==> src/rtl/rvc_asap_pkg.sv <==
// Shared types and constants for the rvc_asap memory-access path.
package rvc_asap_pkg;

  typedef enum logic [1:0] {
    BYTE = 2'b00,
    HALF = 2'b01,
    WORD = 2'b10
  } t_mem_size;

  typedef enum logic {
    S_IDLE   = 1'b0,
    S_SECOND = 1'b1
  } t_split_state;

  localparam logic [3:0] MASK_BYTE = 4'b0001;
  localparam logic [3:0] MASK_HALF = 4'b0011;
  localparam logic [3:0] MASK_WORD = 4'b1111;

  // Encoding 2'b11 is not a legal size and is handled as a word access.
  function automatic t_mem_size decode_size(input logic [1:0] raw);
    return (raw == 2'b11) ? WORD : t_mem_size'(raw);
  endfunction

  function automatic logic [3:0] size_mask(input t_mem_size sz);
    case (sz)
      BYTE:    return MASK_BYTE;
      HALF:    return MASK_HALF;
      default: return MASK_WORD;
    endcase
  endfunction

endpackage

==> src/rtl/rvc_asap_5pl_load_align.sv <==
// Selects the addressed bytes from up to two read words and extends them
// to a 32-bit load result.
module rvc_asap_5pl_load_align
  import rvc_asap_pkg::*;
(
  input  logic [63:0] raw_i,
  input  logic [1:0]  offset_i,
  input  t_mem_size   size_i,
  input  logic        sign_i,
  output logic [31:0] data_o
);

  logic [31:0] win;
  logic        unused_raw_hi;

  always_comb begin
    case (offset_i)
      2'd0:    win = raw_i[31:0];
      2'd1:    win = raw_i[39:8];
      2'd2:    win = raw_i[47:16];
      default: win = raw_i[55:24];
    endcase
    case (size_i)
      BYTE:    data_o = {{24{sign_i & win[7]}}, win[7:0]};
      HALF:    data_o = {{16{sign_i & win[15]}}, win[15:0]};
      default: data_o = win;
    endcase
  end

  // The top byte can never fall inside a 4-byte window starting at offset <= 3.
  assign unused_raw_hi = ^raw_i[63:56];

endmodule

==> src/rtl/rvc_asap_5pl_mem_access.sv <==
// Core-to-memory-wrapper access unit. With RVC_MISALIGN_SPLIT_EN defined,
// word-crossing accesses are split in two; otherwise they are rejected.
module rvc_asap_5pl_mem_access
  import rvc_asap_pkg::*;
(
  input  logic        Clock,
  input  logic        Rst,
  input  logic        DMemWrEnQ103H,
  input  logic        DMemRdEnQ103H,
  input  logic [31:0] DMemAddressQ103H,
  input  logic [31:0] DMemWrDataQ103H,
  input  logic [1:0]  DMemSizeQ103H,
  input  logic        DMemSignExtQ103H,
  output logic        StallQ103H,
  output logic        MisalignErrQ103H,
  output logic [31:0] LoadDataQ104H,
  output logic [31:0] data,
  output logic [31:0] address,
  output logic [3:0]  byteena,
  output logic        wren,
  output logic        rden,
  input  logic [31:0] q
);

  t_mem_size   size;
  logic [1:0]  offset;
  logic [7:0]  mask_sh;
  logic [63:0] data_sh;
  logic [31:0] base_addr;
  logic        req;
  logic        crossing;

  logic        second;
  logic        stall_c;
  logic        misalign_c;
  logic        issue_c;
  logic [31:0] first_word;

  always_comb begin
    size      = decode_size(DMemSizeQ103H);
    offset    = DMemAddressQ103H[1:0];
    mask_sh   = {4'b0000, size_mask(size)} << offset;
    data_sh   = {32'h0, DMemWrDataQ103H} << {offset, 3'b000};
    base_addr = {DMemAddressQ103H[31:2], 2'b00};
    req       = DMemWrEnQ103H | DMemRdEnQ103H;
    crossing  = req && (((size == HALF) && (offset == 2'd3)) ||
                        ((size == WORD) && (offset != 2'd0)));
  end

`ifdef RVC_MISALIGN_SPLIT_EN
  t_split_state state_q, state_d;
  logic [31:0]  first_rd_data_q, first_rd_data_d;

  always_comb begin
    second          = (state_q == S_SECOND);
    stall_c         = crossing & ~second;
    misalign_c      = 1'b0;
    issue_c         = req;
    state_d         = S_IDLE;
    first_rd_data_d = second ? q : first_rd_data_q;
    if (!Rst && !second && crossing) state_d = S_SECOND;
    if (Rst) first_rd_data_d = '0;
  end

  always_ff @(posedge Clock) begin
    state_q         <= state_d;
    first_rd_data_q <= first_rd_data_d;
  end

  assign first_word = first_rd_data_q;
`else
  always_comb begin
    second     = 1'b0;
    stall_c    = 1'b0;
    misalign_c = crossing;
    issue_c    = req & ~crossing;
  end

  assign first_word = '0;
`endif

  // The second half of a split reuses the held request: upper lanes, next word.
  always_comb begin
    wren             = issue_c & DMemWrEnQ103H & ~Rst;
    rden             = issue_c & DMemRdEnQ103H & ~DMemWrEnQ103H & ~Rst;
    StallQ103H       = stall_c & ~Rst;
    MisalignErrQ103H = misalign_c & ~Rst;
    address          = second ? (base_addr + 32'd4) : base_addr;
    data             = second ? data_sh[63:32] : data_sh[31:0];
    byteena          = '0;
    if (wren | rden) byteena = second ? mask_sh[7:4] : mask_sh[3:0];
  end

  t_mem_size  ld_size_q, ld_size_d;
  logic       ld_sign_q, ld_sign_d;
  logic [1:0] ld_offset_q, ld_offset_d;
  logic       ld_split_q, ld_split_d;
  logic       ld_valid_q, ld_valid_d;

  // A split load only becomes a Q104H result after its second access.
  always_comb begin
    ld_valid_d  = rden & ~StallQ103H;
    ld_size_d   = size;
    ld_sign_d   = DMemSignExtQ103H;
    ld_offset_d = offset;
    ld_split_d  = second;
    if (Rst) begin
      ld_valid_d  = 1'b0;
      ld_size_d   = BYTE;
      ld_sign_d   = 1'b0;
      ld_offset_d = '0;
      ld_split_d  = 1'b0;
    end
  end

  always_ff @(posedge Clock) begin
    ld_valid_q  <= ld_valid_d;
    ld_size_q   <= ld_size_d;
    ld_sign_q   <= ld_sign_d;
    ld_offset_q <= ld_offset_d;
    ld_split_q  <= ld_split_d;
  end

  logic [63:0] raw64;
  logic [31:0] aligned;

  assign raw64 = ld_split_q ? {q, first_word} : {32'h0, q};

  rvc_asap_5pl_load_align u_load_align (
    .raw_i    (raw64),
    .offset_i (ld_offset_q),
    .size_i   (ld_size_q),
    .sign_i   (ld_sign_q),
    .data_o   (aligned)
  );

  assign LoadDataQ104H = ld_valid_q ? aligned : '0;

endmodule

==> config.mk <==
export PLATFORM = sky130hd
export DESIGN_NAME = rvc_asap_5pl_mem_access
export DESIGN_NICKNAME = d
export VERILOG_FILES = /design/src/rtl/rvc_asap_pkg.sv /design/src/rtl/rvc_asap_5pl_load_align.sv /design/src/rtl/rvc_asap_5pl_mem_access.sv
export SDC_FILE = /design/constraint.sdc
export NUM_CORES = 1
export LEC_CHECK = 0
export ABC_AREA = 1
export BUFFER_PORTS_ARGS = -buffer_cell sky130_fd_sc_hd__clkbuf_2
export CAP_MARGIN = 20
export CELL_PAD_IN_SITES_DETAIL_PLACEMENT = 1
export CELL_PAD_IN_SITES_GLOBAL_PLACEMENT = 2
export CORE_UTILIZATION = 15
export DETAILED_ROUTE_END_ITERATION = 8
export MAX_ROUTING_LAYER = met4
export PLACE_DENSITY_LB_ADDON = 0.3
export SYNTH_ARGS = -nofsm -noshare
export SYNTH_HDL_FRONTEND = slang
export SYNTH_SLANG_ARGS = --single-unit
export TNS_END_PERCENT = 5
==> constraint.sdc <==
create_clock -name Clock -period 3.1 [get_ports Clock]
set_input_delay 0.31 -clock Clock [delete_from_list [all_inputs] [get_ports Clock]]
set_output_delay 0.31 -clock Clock [all_outputs]
set_load 0.01 [all_outputs]
# Yosys cells after proc, flatten, opt, wreduce, memory -nomap -nowiden
# Cells that the tools add are included.
# word_totals
register_bits,6
output_inout_bits,104
inputBits,103
wordCells,41
# op_classes
shift,2
n_eq_ne,7
reduce_logical,8
muxes,6
n_bitwise,14
# op_table
op,count
one-hot mux 32 bit (3 select lines),1
one-hot mux 32 bit (2 select lines),1
two-way mux 32 bit,1
left shift 32 x 5 -> 32 bit,1
AND 1 bit,9
equality test 2 bit (second input constant),4
one-hot mux 4 bit (2 select lines),1
equality test 2 x 1 -> 1 bit (second input constant),3
logical NOT 2 bit,3
two-way mux 4 bit,1
left shift 4 x 2 -> 4 bit,1
logical AND 1 bit,3
inverter 1 bit,3
two-way mux 2 bit,1
bitwise OR 1 bit,2
nonzero test 2 bit,1
logical OR 1 bit,1

# Depth between registers and ports, before layout
# depth
word_depth,13
mapped_depth,11
depth_no_buf,9

# Hierarchy
# From an unflattened synthesis, not the netlist that was laid out.
# unflattened
hier_cells,527
hier_area_um2,2561.2
# by_module_without_submodules
module,cells_per_inst,area_per_inst_um2,seq_area_each_um2,n_inst
rvc_asap_5pl_mem_access,258,1393.8,120.1,1
rvc_asap_5pl_load_align,269,1167.4,0.0,1

# Worst setup path after synthesis
# OpenSTA, ideal clock, no wires.
# synth_path
kind,flip-flop to output port
from,register ld_offset_q[0]
to,output port LoadDataQ104H[8]
arrival_time_ps,1246
path_stages_with_launch,8
path_buffers,2
setup_slack_ps,1544
required_time_ps,2790
path_cell_list,dfxtp_1 buf_4 buf_6 nor2_1 nand2_1 nand3_1 nand2_1 a21oi_1
# synth_via
elab_chain_cells,5
elab_cells_between_ends,7
cone_classes,2 x eq/ne; 3 x mux; 1 x bitwise; 1 x reduce/logical
# synth_rtl
element,line_no,source
start: declaration,rvc_asap_5pl_mem_access.sv:96,"logic [1:0] ld_offset_q, ld_offset_d;"
start signal: assignment,rvc_asap_5pl_mem_access.sv:120,ld_offset_q <= ld_offset_d;
equality test 2 bit (tied with other cells),rvc_asap_5pl_load_align.sv:17,case (offset_i)
one-hot mux 32 bit (3 select lines) *,rvc_asap_5pl_load_align.sv:17,
AND 1 bit,rvc_asap_5pl_load_align.sv:24,"BYTE: data_o = {{24{sign_i & win[7]}}, win[7:0]};"
one-hot mux 32 bit (2 select lines) *,rvc_asap_5pl_load_align.sv:23,case (size_i)
two-way mux 32 bit *,rvc_asap_5pl_mem_access.sv:137,assign LoadDataQ104H = ld_valid_q ? aligned : '0;
end: declaration,rvc_asap_5pl_mem_access.sv:16,"output logic [31:0] LoadDataQ104H,"
# Mark *: on every way between the ends. The rest lies on a longest branch, timed or not.

# Final worst setup path
# layout_path
from,register ld_offset_q[1]
to,output port LoadDataQ104H[22]
# layout_via
elab_chain_cells,5
elab_cells_between_ends,8
cone_classes,2 x eq/ne; 3 x mux; 2 x bitwise; 1 x reduce/logical
# layout_rtl
element,line_no
equality test 2 bit (tied with other cells),rvc_asap_5pl_load_align.sv:17
one-hot mux 32 bit (3 select lines) *,rvc_asap_5pl_load_align.sv:17
"AND 1 bit, on equally long branches","rvc_asap_5pl_load_align.sv:25, rvc_asap_5pl_load_align.sv:24"
one-hot mux 32 bit (2 select lines) *,rvc_asap_5pl_load_align.sv:23
two-way mux 32 bit *,rvc_asap_5pl_mem_access.sv:137
# Marks and branches as above.

==> results.yml <==
outcome:
  status: "finished clean"
placement:
  post_dp_cell_area_um2: 2591
  io_buffers: 143
  hpwl_um: 7303
  place_congestion: 0.8132
setup_path:
  slowest_delay_ps: 830
  path_cells: "inv_1, nand2_1, inv_1, nand2_1, nand3_1, nand2_1, inv_1, nand2_1, inv_1, clkbuf_2"
  worstPathRequired_ps: 2790
  critPathMaxFanout: 19
  slowest_stage: "dfxtp_1"
  start_kind: "register"
  crit_type: "register to output port"
  worstPathArrival_ps: 2260
  end_kind: "output port"
route:
  wl_per_cell_um: 13.45
  viasPerCell: 4.206
  ant_nets: 0
  drt_iter0_markers: 84
  wirelength_um: 8877
  first_pass_iters: 4
  route.detailed.drc: 0
  vias: 2776
clock_tree:
  clock_sinks: 6
  cts_setup_buffers: 0
  cts_made_buffers: 3
  cts_tree: "yes"
  htreeDepth: 1
  cts_hold_buf: 0
  post_cts_resized: 0
  clk_pin_slew_ps: 30
  cts_root_buffer: "clkbuf_16"
  cts_max_path_buffers: 2
logic_synthesis:
  netlist_instances: 390
  yosysWarnings: 0
  synth_area_leaders: "nand2_1, buf_4, a21oi_1"
  synth_area_um2: 1984
  synth-seq-cells: 6
  synth.top_cell.area_share_pct: 18.54
  ys_seq_area_share_pct: 6.053
  synth_top_area_cell: "nand2_1"
  synth.distinct_cells: 26
  avgSynthCellArea_um2: 5.088
final_layout:
  drive_above_1_share_pct: 32.38
  fin_area_um2: 2666
  mostFrequentLayoutCell: "clkbuf_2"
  final_cell_mix: "clkbuf_2, nand2_1, inv_1"
  area_delta_synth_final_pct: 34.36
  nets: 593
  utilization_pct: 20.87
  nFillCells: 1714
  diodes: 0
sta:
  fmax_ghz: 0.3884
  hold_violations: 0
  setup_tns_ps: 0
  relSlewSlack_pct: 42.14
  finalSetupViolCount: 0
  rsz0062_at_grt: "no"
  tightest_slew_ps: 867.0
  min_period_ps: 2575
  fin_crit_sh_pct: 83.06
  finalMaxSlewViolations: 0
min_path:
  hold_path_class: "input port to register"
grt:
  globalRouteOverflowTotal: 0
  grt_pass1_vias: 2875
  grt_pass1_wl_um: 14100
  grtUsageTotal_pct: 13.69
  grt_max_degree: 32
  antenna_found_initial: 0
floorplan:
  die_w_um: 117.0
  io_pins: 207
  std_cell_rows: 41
  die_y_um: 117.0
  die_area_um2: 13690
  initial_core_util_pct: 15.54
  core_um2: 12770
power_and_ir_drop:
  power.leakage_uw: 0.001613
  ir_drop_uv: 102.4
  power_density_nw_per_um2: 227.4
job:
  maxCapViolCount: 0
==> state kept, by name, indices dropped and copies added, names as in the netlist <==
register	cells
ld_valid_q	1
ld_sign_q	1
ld_size_q	2
ld_offset_q	2
==> worst max-delay path, delay by kind of cell (launching register included) <==
kind / cells / cell delay, ps
DFF: 1 / 830
buffers and inverters: 5 / 630
and+or+nand+nor: 5 / 560
==> layout make-up <==
cell class	count	area [um2]	share of cell area, %
flip-flops and latches	6	120.1	4.505
repair buffers	149	760.7	28.53
well taps	172	215.2	8.071
inverters	56	210.2	7.884
clock buffers	3	75.07	2.816
multi-input cells	274	1285	48.19
==> kinds of logic (layout without fill, tap and decap cells) <==
kind of cell	count (synthesis)	after routing	share of synthesized area [%]
simple gates	180	180	38.65
flops	6	6	6.053
other cells	1	3	0.1890
compound gates	88	88	24.02
buf+inv	112	208	29.57
mux	3	3	1.513
==> path summary, 6_finish.rpt <==
check                          endpoint        startpoint  cells past startpoint
worst max-delay path  LoadDataQ104H[22]    ld_offset_q[1]                     10
worst min-delay path          ld_sign_q  DMemSignExtQ103H                      3
==> Yosys cell counts (all sizes together) <==
cell type	count
nand4	1
o211ai	6
clkbuf	8
o21ai	28
nand2	99
nor2	46
nor3	14
nand3	19
o21bai	1
or2	1
clkinv	1
a21oi	45
mux2i	3
buf	48
o22ai	1
a22oi	7
inv	55
dfxtp	6
conb	1
==> per-stage QoR <==
| stage | instances | total power [uW] | setup slack, ps | hold slack [ps] |
|---|---|---|---|---|
| 2_1_floorplan | 392 | 312.7 | 1544 | 381.2 |
| 3_3_place_gp | 657 | 406.7 | 778.4 | 511.9 |
| 3_5_place_dp | 657 | 406.5 | 735.9 | 516.8 |
| 4_1_cts | 660 | 617.7 | 487.8 | 280.3 |
| 5_1_grt | 660 | 658.6 | 241.7 | 298.9 |
| 6_report | 660 | 606.4 | 525.3 | 282.7 |
==> metal layers <==
layer	global-route usage [%]	vias up	wire, um
met3	2.369	18	576
met1	15.95	1246	3933
met2	24.06	116	4224
li1	-	1396	-
met5	-	-	0
met4	3.882	0	142
==> where the power goes <==
group / leakage, uW / total, uW / internal, uW / switching, uW
logic: 0.00153 / 310 / 118 / 192
clock network: 0.0000370 / 205 / 165 / 40.2
registers: 0.0000497 / 90.9 / 81.4 / 9.45
total: 0.00161 / 606 / 365 / 242
No activity file was read; power rests on OpenSTA's default activity.
